$ cat src/rtl/histogram_pkg.sv
// Shared constants for the 256-bin histogram scratch layout and readout FSM.
// Word k of scratch holds bins 4k..4k+3; bin 4k+0 sits in the top lane.
package histogram_pkg;

    localparam int NUM_WORDS     = 64;
    localparam int BINS_PER_WORD = 4;
    localparam int BIN_W         = 32;
    localparam int WORD_W        = BINS_PER_WORD * BIN_W;

    // Lane bit positions inside a 128-bit scratch word
    localparam int LANE0_LSB = 96;
    localparam int LANE1_LSB = 64;
    localparam int LANE2_LSB = 32;
    localparam int LANE3_LSB = 0;

    // LSB of a lane for an arbitrary bin width; lane 0 is the most significant
    function automatic int lane_lsb(input int lane, input int bin_w);
        return (BINS_PER_WORD - 1 - lane) * bin_w;
    endfunction

    typedef enum logic [1:0] {
        ST_IDLE  = 2'd0,
        ST_RUN   = 2'd1,
        ST_DRAIN = 2'd2
    } state_e;

endpackage

$ cat src/rtl/histogram_prefix_adder.sv
// Combinational running sum across the lanes of one scratch word.
// Wraps modulo 2^BIN_W; no saturation.
module histogram_prefix_adder #(
    parameter int NUM_LANES = 4,
    parameter int BIN_W     = 32
) (
    input  logic [BIN_W-1:0]                acc,
    input  logic [NUM_LANES-1:0][BIN_W-1:0] lane_bins,
    output logic [NUM_LANES-1:0][BIN_W-1:0] cum_bins,
    output logic [BIN_W-1:0]                acc_next
);

    // Chain lane 0 -> lane N-1 starting from the carried-in accumulator
    always_comb begin
        logic [BIN_W-1:0] run;
        cum_bins = '0;
        run      = acc;
        for (int j = 0; j < NUM_LANES; j++) begin
            run         = run + lane_bins[j];
            cum_bins[j] = run;
        end
        acc_next = run;
    end

endmodule

$ cat src/rtl/histogram_readout.sv
// Streams the 256-bin histogram out of scratch as a cumulative histogram.
// Pipeline: address -> rdata (1 cycle) -> registered write (1 cycle).
// Scratch words not flagged in the captured mask contribute zero.
module histogram_readout #(
    parameter int NUM_WORDS = histogram_pkg::NUM_WORDS,
    parameter int BIN_W     = histogram_pkg::BIN_W,
    parameter int ADDR_W    = 16
) (
    input  logic                                        clock,
    input  logic                                        reset,
    input  logic                                        start,
    input  logic [NUM_WORDS-1:0]                        bin_valid_mask,
    output logic [ADDR_W-1:0]                           scratch_memory_address_pointer0,
    input  logic [histogram_pkg::BINS_PER_WORD*BIN_W-1:0] scratch_memory_rdata0,
    output logic                                        output_memory_write_enable,
    output logic [ADDR_W-1:0]                           output_memory_address,
    output logic [histogram_pkg::BINS_PER_WORD*BIN_W-1:0] output_memory_wdata,
    output logic                                        busy,
    output logic                                        done,
    output logic [BIN_W-1:0]                            total_count
);
    import histogram_pkg::*;

    localparam int NUM_LANES = BINS_PER_WORD;
    localparam int IDX_W     = $clog2(NUM_WORDS);
    localparam int DATA_W    = NUM_LANES * BIN_W;
    localparam logic [IDX_W-1:0] LAST_IDX = IDX_W'(NUM_WORDS - 1);

    state_e                        state;
    logic [IDX_W-1:0]              rd_idx;    // address being presented
    logic [IDX_W-1:0]              idx_q;     // word index paired with rdata
    logic [IDX_W-1:0]              wr_idx;    // word index of the registered write
    logic [1:0]                    vld_pipe;  // [0] rdata valid, [1] write valid
    logic [NUM_WORDS-1:0]          mask_q;
    logic [BIN_W-1:0]              acc;
    logic [BIN_W-1:0]              acc_next;
    logic [NUM_LANES-1:0][BIN_W-1:0] lane_bins;
    logic [NUM_LANES-1:0][BIN_W-1:0] cum_bins;
    logic [DATA_W-1:0]             wdata_next;
    logic [DATA_W-1:0]             wdata_q;
    logic                          word_valid;
    logic                          last_word;
    logic                          accept;

    assign accept     = (state == ST_IDLE) && start;
    assign word_valid = mask_q[idx_q];
    assign last_word  = vld_pipe[0] && (idx_q == LAST_IDX);

    // Unpack lanes (gating unwritten words to zero) and repack the sums
    for (genvar j = 0; j < NUM_LANES; j++) begin : g_lane
        localparam int LSB = lane_lsb(j, BIN_W);
        assign lane_bins[j]              = word_valid ? scratch_memory_rdata0[LSB +: BIN_W] : '0;
        assign wdata_next[LSB +: BIN_W]  = cum_bins[j];
    end

    histogram_prefix_adder #(
        .NUM_LANES (NUM_LANES),
        .BIN_W     (BIN_W)
    ) u_prefix (
        .acc       (acc),
        .lane_bins (lane_bins),
        .cum_bins  (cum_bins),
        .acc_next  (acc_next)
    );

    // Control FSM: accept start, walk read addresses, finish on the last write
    always_ff @(posedge clock or negedge reset) begin
        if (!reset) begin
            state       <= ST_IDLE;
            rd_idx      <= '0;
            mask_q      <= '0;
            busy        <= 1'b0;
            done        <= 1'b0;
            total_count <= '0;
        end else begin
            done <= 1'b0;
            case (state)
                ST_IDLE: begin
                    if (start) begin
                        state  <= ST_RUN;
                        rd_idx <= '0;
                        mask_q <= bin_valid_mask;
                        busy   <= 1'b1;
                    end else if (done) begin
                        // busy spans through the done cycle, then drops
                        busy <= 1'b0;
                    end
                end
                ST_RUN: begin
                    if (rd_idx == LAST_IDX) state  <= ST_DRAIN;
                    else                    rd_idx <= rd_idx + 1'b1;
                end
                ST_DRAIN: begin
                    if (last_word) begin
                        done        <= 1'b1;
                        total_count <= acc_next;
                        state       <= ST_IDLE;
                    end
                end
                default: state <= ST_IDLE;
            endcase
        end
    end

    // Data pipeline: pair index with rdata, accumulate, register the write
    always_ff @(posedge clock or negedge reset) begin
        if (!reset) begin
            vld_pipe <= '0;
            idx_q    <= '0;
            wr_idx   <= '0;
            wdata_q  <= '0;
            acc      <= '0;
        end else begin
            vld_pipe[0] <= (state == ST_RUN);
            vld_pipe[1] <= vld_pipe[0];
            idx_q       <= rd_idx;
            if (accept) begin
                acc <= '0;
            end else if (vld_pipe[0]) begin
                acc <= acc_next;
            end
            if (vld_pipe[0]) begin
                wr_idx  <= idx_q;
                wdata_q <= wdata_next;
            end
        end
    end

    assign scratch_memory_address_pointer0 = ADDR_W'(rd_idx);
    assign output_memory_write_enable      = vld_pipe[1];
    assign output_memory_address           = ADDR_W'(wr_idx);
    assign output_memory_wdata             = wdata_q;

endmodule

$ cat config.mk
export PLATFORM = sky130hd
export DESIGN_NAME = histogram_readout
export DESIGN_NICKNAME = d
export VERILOG_FILES = /design/src/rtl/histogram_pkg.sv /design/src/rtl/histogram_prefix_adder.sv /design/src/rtl/histogram_readout.sv
export SDC_FILE = /design/constraint.sdc
export NUM_CORES = 1
export LEC_CHECK = 0
export BUFFER_PORTS_ARGS = -buffer_cell sky130_fd_sc_hd__buf_2
export CAP_MARGIN = 25
export CORE_MARGIN = 8
export CORE_UTILIZATION = 50
export DETAILED_ROUTE_END_ITERATION = 8
export HOLD_SLACK_MARGIN = 0.03
export MAX_ROUTING_LAYER = met4
export PLACE_DENSITY = 0.74
export SLEW_MARGIN = 15
export SYNTH_ARGS = -nofsm -noshare
export SYNTH_HDL_FRONTEND = slang
export SYNTH_SLANG_ARGS = --single-unit
$ cat constraint.sdc
create_clock -name clock -period 14.3 [get_ports clock]
set_clock_uncertainty 0.1 [all_clocks]
set_input_delay 2.86 -clock clock [delete_from_list [all_inputs] [get_ports clock]]
set_output_delay 2.86 -clock clock [all_outputs]
set_load 0.01 [all_outputs]
==> flow_summary.json, run 1 <==
{
  "hold_class": "flop to flop",
  "ioPinCount": 390,
  "drive_gt1_frac": 0.270,
  "tritoncts": "built",
  "yosysTopAreaCell": "dfrtp_1",
  "yosysMostFrequentCell": "dfrtp_1",
  "yosysWarningCount": 0,
  "async_flop_share": 1.00,
  "routedWlPerCell_um": 20.3,
  "required_ns": 14.59,
  "start_util": 0.505,
  "fin_util": 0.601,
  "grtUsageTotal": 0.259,
  "cp-start-kind": "flop",
  "drt_iter0_drc": 954,
  "run_status": "finished, final reports clean",
  "avgSynthCellArea_um2": 9.59,
  "grt_pass1_wl_um": 84000,
  "nNetsFinal": 2530,
  "critPathKind": "flop to flop",
  "cts_buffers": 34,
  "maxSlewViolCount": 0,
  "ys_seq_area_frac": 0.393,
  "timing.final.crit_period_ns": 11.29,
  "synthCells": 1857,
  "holdBufCountCts": 0,
  "synth-edff-count": 0,
  "final_antenna_net_count": 0,
  "vias_per_cell": 5.61,
  "globalRouteOverflowTotal": 0,
  "end_kind": "flop",
  "row_count": 69,
  "post_cts.repair.setup_buffers": 0,
  "die_x_um": 205,
  "finalHoldViolCount": 0,
  "grt_max_degree": 160,
  "cp_slowest_stage_delay_ns": 0.85,
  "slew_headroom": 0.347,
  "clock_sinks": 280,
  "ys_ff_latch": 280,
  "reg2reg_depth": 40,
  "critPathArrivalTime_ns": 11.58,
  "htree_levels": 2,
  "first_global_vias": 15300,
  "rsz0062_at_grt": "false",
  "clk-insertion-delay-late_ns": 0.54,
  "clock_path_buffers": 3,
  "fill_cells": 3021,
  "synthFlopType": "dfrtp_1",
  "fin_setup_tns_ns": 0,
  "hold_depth": 0,
  "wirelength_um": 54800,
  "tightest_slew_ns": 0.980,
  "slowest_stage": "dfrtp_1",
  "path_max_fanout": 84,
  "first_pass_iters": 5,
  "vias": 15100,
  "drc": 0,
  "dp_hpwl_um": 41200,
  "cts.reportedPaths.clkPinSlew_ns": 0.06,
  "cts_root_buf": "clkbuf_16",
  "synth_area_leaders": "dfrtp_1 39%, ha_1 8.8%, mux2_2 8.3%",
  "ys_types": 74,
  "die_h_um": 205,
  "setup_viol": 0,
  "cts_resized": 0,
  "coreArea_um2": 35300,
  "drv_cap": 0,
  "antenna_found_initial": 2,
  "gp_congestion": 0.982,
  "synthDominantCellAreaShare": 0.393,
  "port_buffers": 369,
  "synth_common_cells": "280 x dfrtp_1, 271 x nand2_1, 132 x and2_1",
  "post-route-period-util": 0.790,
  "fmax_ghz": 0.0885,
  "die_area_um2": 41900,
  "syn_area_um2": 17800,
  "area_delta_synth_final_pct": 19.1
}
==> worst max-delay path, delay by kind of cell (launching register included) <==
family                     cells  cell delay (ns)
AOI/OAI and AO/OA             15             3.87
xor gates and xnor gates       5             1.09
adders and majority gates      4             1.28
buffers and inverters          1             0.64
DFF                            1             0.85
muxes                          4             1.03
and+or+nand+nor               11             2.24
==> state kept, by name, indices dropped and copies added (netlist names) <==
name                 count
output_memory_wdata    128
mask_q                  64
acc                     32
total_count             32
idx_q                    6
rd_idx                   6
wr_idx                   6
state                    2
vld_pipe                 2
busy                     1
done                     1
==> layout by cell type, fill, tap and decap left out, types with 4 or more instances in the layout <==
cell	synthesis	final
xnor2_1	86	86
clkinv_2	0	5
conb_1	1	20
and2_1	132	131
and3_1	11	11
o21a_1	24	24
a21boi_0	4	4
nand2b_1	40	40
clkbuf_1	57	6
clkbuf_8	0	7
dfrtp_1	280	279
mux4_1	4	4
nand2_1	271	270
fa_1	4	4
o21bai_1	20	20
inv_1	53	53
o21ai_1	5	5
bufinv_16	0	4
a21o_1	60	60
buf_2	2	368
a21oi_1	124	124
o211ai_1	8	8
a31o_2	8	8
a31oi_1	11	11
o21ai_0	88	88
nand4_1	12	12
nor2_1	98	98
mux2_2	131	131
clkbuf_16	0	34
nor3_1	16	16
mux4_2	11	11
or3_1	7	7
xor2_1	23	23
ha_1	126	126
a211oi_1	15	15
mux2i_1	9	9
nand3_1	22	22
buf_4	22	7
nor2b_1	13	13
==> logic make-up (layout without fill, tap and decap cells) <==
group	Yosys count	in the layout	synth area share
AOI/OAI and AO/OA	399	399	0.142
xor gates and xnor gates	112	112	0.0568
adders and majority gates	130	130	0.0930
buffers and inverters	140	494	0.0351
DFF	280	280	0.393
muxes	155	155	0.108
other	1	22	0.000210
and+or+nand+nor	640	640	0.172
==> area by class of cell <==
cell class | instances | area [um^2] | area share
Sequential cell | 280 | 7010 | 0.330
Multi-Input combinational cell | 1456 | 10300 | 0.484
Antenna cell | 2 | 5.00 | 0.000236
Inverter | 54 | 203 | 0.00955
Tap cell | 461 | 577 | 0.0272
Clock buffer | 47 | 970 | 0.0457
Timing Repair Buffer | 379 | 1970 | 0.0928
Clock inverter | 14 | 219 | 0.0103
==> routing by layer <==
metal	track usage	vias up	routed length (um)
met2	0.408	555	25600
met1	0.334	7324	23500
met5	-	-	0
met4	0.0831	0	1550
li1	-	7126	-
met3	0.0503	95	4090
==> worst paths after layout <==
check | endpoint | slack (ns) | startpoint
max in group asynchronous | rd_idx[2] | 10.40 | reset
min in group asynchronous | output_memory_wdata[66] | 2.25 | reset
worst min register to register | idx_q[5] | 0.35 | rd_idx[5]
worst min-delay path | idx_q[5] | 0.35 | rd_idx[5]
worst max register to register | total_count[31] | 3.01 | idx_q[2]
worst max-delay path | total_count[31] | 3.01 | idx_q[2]
==> metrics by stage <==
| step | area [um^2] | setup WS, ns | instances | hold WS, ns |
|---|---|---|---|---|
| 2_1_floorplan | 17900 | 4.18 | 1876 | 0.291 |
| 3_3_place_gp | 20000 | 2.85 | 2628 | 0.320 |
| 3_5_place_dp | 20000 | 2.64 | 2628 | 0.337 |
| 4_1_cts | 21200 | 3.07 | 2689 | 0.343 |
| 5_1_grt | 21200 | 2.42 | 2693 | 0.362 |
| 6_report | 21200 | 3.01 | 2693 | 0.352 |
Power of run 1 is left out: the tool's default activity adds up to more than one toggle a clock period on the data nets, which glitch-free logic cannot reach.
==> run 2: changes to the inputs <==
PLACE_DENSITY = 0.77   (was 0.74)
clock period = 9.5 ns   (was 14.3 ns; I/O delays follow)
==> flow_summary.json, run 2 (synthesized netlist as in run 1, its figures left out) <==
{
  "row_count": 69,
  "dp_hpwl_um": 44300,
  "slew_headroom": 0.329,
  "critPathKind": "flop to flop",
  "maxSlewViolCount": 0,
  "antenna_found_initial": 0,
  "finalHoldViolCount": 0,
  "required_ns": 9.78,
  "timing.final.crit_period_ns": 9.39,
  "nNetsFinal": 2712,
  "fill_cells": 2824,
  "clock_sinks": 280,
  "wirelength_um": 59300,
  "cp_slowest_stage_delay_ns": 0.50,
  "setup_slack_ns": 0.111,
  "vias_per_cell": 5.59,
  "mostFrequentLayoutCell": "buf_2",
  "regArea_um2": 7010,
  "reg2reg_depth": 45,
  "grtUsageTotal": 0.274,
  "clock_path_buffers": 3,
  "grt_pass1_wl_um": 89000,
  "final_antenna_net_count": 0,
  "die_h_um": 205,
  "r2r_end": "output_memory_wdata[31]",
  "first_global_vias": 16200,
  "clk-insertion-delay-late_ns": 0.53,
  "place_ws_ns": -0.361,
  "crit_path_start": "idx_q[1]",
  "cts.reportedPaths.clkPinSlew_ns": 0.06,
  "drc": 0,
  "run_status": "finished, final reports clean",
  "die_area_um2": 41900,
  "drv_cap": 0,
  "multi_input_area_um2": 10800,
  "first_pass_iters": 5,
  "end_kind": "flop",
  "fin_util": 0.658,
  "tritoncts": "built",
  "hold_class": "flop to flop",
  "path_max_fanout": 15,
  "die_x_um": 205,
  "fmax_ghz": 0.107,
  "rsz0062_at_grt": "true",
  "cts_root_buf": "clkbuf_16",
  "ioPinCount": 390,
  "routedWlPerCell_um": 20.6,
  "gp_congestion": 0.995,
  "tightest_slew_ns": 1.01,
  "start_util": 0.505,
  "globalRouteOverflowTotal": 0,
  "drive_gt1_frac": 0.362,
  "ff2ff_setup_slack_ns": 0.11,
  "post-route-period-util": 0.988,
  "reg2reg_from": "idx_q[1]",
  "largest_reg_flops": 128,
  "area_delta_synth_final_pct": 30.4,
  "cts_buffers": 34,
  "drt_iter0_drc": 1044,
  "htree_levels": 2,
  "slowest_stage": "or3b_2",
  "dp.cells": 2792,
  "vias": 16100,
  "final_cell_mix": "368 x buf_2, 278 x dfrtp_1, 269 x nand2_1",
  "stdcell_count": 2875,
  "cp-start-kind": "flop",
  "setup_viol": 0,
  "endpoint": "output_memory_wdata[31]",
  "hold_ws_ns": 0.360,
  "port_buffers": 369,
  "critPathArrivalTime_ns": 9.67,
  "coreArea_um2": 35300,
  "grt_max_degree": 153
}
-- run 2: changes by cell type in the layout (fill, tap and decap cells not counted), sizes merged --
cell,change
buf,+180
bufinv,+4
clkbuf,-1
clkinv,-2
clkinvlp,+3
diode,-1
inv,-1
-- run 2: layer usage --
metal / vias up / share of wire / global-route usage
met1: 7906 / 0.42 / 0.346
met4: 0 / 0.034 / 0.0910
met2: 569 / 0.48 / 0.443
met3: 116 / 0.066 / 0.0481
li1: 7484 / - / -
met5: - / 0 / -
-- run 2: what timing repair did --
item,4_1_cts,5_1_grt
setup buffers,2,15
endpoints found under the setup margin,20,41
hold buffers,0,0
cloned,0,2
gates resized for setup,17,109
pin swaps,5,61
-- run 2: layout make-up --
class                      count  share of cell area
timing repair buffer         561               0.147
clock inverter                18              0.0147
clock buffer                  44              0.0399
antenna                        1            0.000108
inverter                      54             0.00872
multi-input combinational   1456               0.463
tap                          461              0.0248
sequential                   280               0.302
-- run 2: metrics by stage --
stage / TNS, ns / cell area, um^2
after floorplan: 0 / 17900
after global placement: -0.805 / 21200
after detailed placement: -3.13 / 21200
after CTS: 0 / 22600
after global routing: -3.22 / 23200
final: 0 / 23200
-- run 2: worst max-delay path, delay by kind of cell (launching register included) --
family / cells / cell delay [ns]
XOR/XNOR: 5 / 0.81
AND/OR/NAND/NOR: 13 / 2.34
buffers and inverters: 4 / 0.62
multiplexers: 3 / 0.88
adder cells (fa/ha/maj): 4 / 1.10
flip-flops: 1 / 0.45
AO/OA/AOI/OAI: 16 / 2.90
-- run 2: worst min-delay path by stage --
stage / start / end / slack [ns] / cells after the start
final: rd_idx[5] / idx_q[5] / 0.36 / 0
after global routing: rd_idx[5] / idx_q[5] / 0.39 / 0
after CTS: rd_idx[5] / idx_q[5] / 0.36 / 0
after detailed placement: rd_idx[5] / idx_q[5] / 0.34 / 0
after global placement: rd_idx[5] / idx_q[5] / 0.35 / 0
after floorplan: vld_pipe[0] / vld_pipe[1] / 0.29 / 0
Power of run 2 is left out for the same reason.
==> run 3: changes to the inputs <==
CELL_PAD_IN_SITES_DETAIL_PLACEMENT = 0   (was not set)
CELL_PAD_IN_SITES_GLOBAL_PLACEMENT = 2   (was not set)
CORE_UTILIZATION = 31   (was 50)
PLACE_DENSITY = 0.78   (was 0.77)
SETUP_SLACK_MARGIN = 0.15   (was not set)
==> flow_summary.json, run 3 (synthesized netlist as in run 1, its figures left out) <==
{
  "path_max_fanout": 8,
  "wirelength_um": 63900,
  "ff2ff_setup_slack_ns": 0.26,
  "mostFrequentLayoutCell": "buf_2",
  "grt_pass1_wl_um": 97600,
  "gp_congestion": 0.939,
  "ioPinCount": 390,
  "maxSlewViolCount": 0,
  "slew_headroom": 0.388,
  "use_met3": 0.0365,
  "clk-insertion-delay-late_ns": 0.57,
  "hold_depth": 2,
  "fill_cells": 5694,
  "cp_slowest_stage_delay_ns": 0.49,
  "routedWlPerCell_um": 19.9,
  "final_cell_mix": "368 x buf_2, 279 x dfrtp_1, 270 x nand2_1",
  "dp_hpwl_um": 49800,
  "setup_viol": 0,
  "start_util": 0.311,
  "vias_per_cell": 4.86,
  "drv_cap": 0,
  "hold_class": "flop to flop",
  "place_ws_ns": -0.370,
  "port_buffers": 369,
  "timing.final.crit_period_ns": 9.24,
  "cts_root_buf": "clkbuf_16",
  "final_antenna_net_count": 0,
  "grt_max_degree": 153,
  "finalHoldViolCount": 0,
  "clock_sinks": 280,
  "nNetsFinal": 2733,
  "critPathKind": "flop to flop",
  "coreArea_um2": 57300,
  "cts_buffers": 37,
  "rsz0062_at_grt": "true",
  "critPathArrivalTime_ns": 9.56,
  "required_ns": 9.82,
  "antenna_found_initial": 6,
  "r2r_end": "total_count[31]",
  "first_global_vias": 16400,
  "first_pass_iters": 5,
  "htree_levels": 2,
  "grt_use_met1": 0.257,
  "fin_setup_tns_ns": 0,
  "tightest_slew_ns": 0.918,
  "cts.reportedPaths.clkPinSlew_ns": 0.06,
  "fmax_ghz": 0.108,
  "cp-start-kind": "flop",
  "globalRouteOverflowTotal": 0,
  "post-route-period-util": 0.973,
  "drive_gt1_frac": 0.379,
  "run_status": "finished, final reports clean",
  "use_met2": 0.303,
  "end_kind": "flop",
  "holdBufCountCts": 0,
  "area_delta_synth_final_pct": 35.1,
  "vias": 15600,
  "reg2reg_depth": 48,
  "die_h_um": 256,
  "drt_iter0_drc": 827,
  "largest_reg_flops": 128,
  "min_from": "mask_q[10]",
  "hold_ws_ns": 0.372,
  "setup_slack_ns": 0.260,
  "drc": 0,
  "top_usage_layer": "met2",
  "die_area_um2": 65400,
  "hold-path-endpoint": "mask_q[10]",
  "reg2reg_from": "idx_q[1]",
  "critPathBufInv": 5,
  "slowest_stage": "mux4_2",
  "tritoncts": "built",
  "clock_path_buffers": 3,
  "grtUsageTotal": 0.194,
  "crit_family": "compound AO/OA/AOI/OAI gates",
  "die_x_um": 256,
  "row_count": 88
}
## run 3: changes by cell type in the layout (fill, tap and decap cells not counted), moves of 4 or more
cell      previous run  this run
buf_4              179       198
clkbuf_1             6         1
clkinv_4             0         5
mux2_2             129       125
mux2_4               2         6
o21ai_2             10         6
xnor2_1             75        68
xnor2_2             11        19
## run 3: area by class of cell
type	count	area, um^2	share of cell area
clock inverters	26	419	0.0174
diodes	4	10.0	0.000416
multi-input cells	1456	10900	0.454
repair buffers	579	3550	0.147
inverters	54	203	0.00842
clock buffers	42	985	0.0409
flip-flops and latches	280	7010	0.291
well taps	765	957	0.0398
## run 3: routing by layer
metal / share of wire / up-vias
met5: 0 / -
met4: 0.026 / 0
met3: 0.053 / 95
met2: 0.46 / 383
met1: 0.46 / 7563
li1: - / 7548
## run 3: worst max path at each step
stage	startpoint	to	slack [ns]	cells after the start
final	idx_q[1]	total_count[31]	0.26	48
after global routing	idx_q[1]	total_count[31]	-0.27	48
after detailed placement	scratch_memory_rdata0[96]	total_count[31]	-0.37	38
after floorplan	idx_q[1]	total_count[30]	0.16	47
after CTS	idx_q[1]	total_count[31]	0.16	48
after global placement	scratch_memory_rdata0[96]	total_count[31]	-0.23	38
## run 3: timing repair
action / 4_1_cts / 5_1_grt
setup buffers: 11 / 19
setup endpoints to repair: 26 / 45
pin swaps: 24 / 72
cloned: 0 / 0
resized for setup: 49 / 102
hold endpoints to repair: 0 / 0
## run 3: tightest hold or removal path, delay by kind of cell, from the launching register on
kind | cells | cell delay, ns
flip-flops | 1 | 0.34
AND/OR/NAND/NOR | 2 | 0.10
## run 3: per-stage QoR
stage,util,std cells,area (um^2)
final,0.420,3206,24100
after global routing,0.420,3206,24100
after CTS,0.409,3182,23400
after detailed placement,0.379,3103,21700
after global placement,0.379,3103,21700
after floorplan,-,1876,17900
Power of run 3 is left out for the same reason.
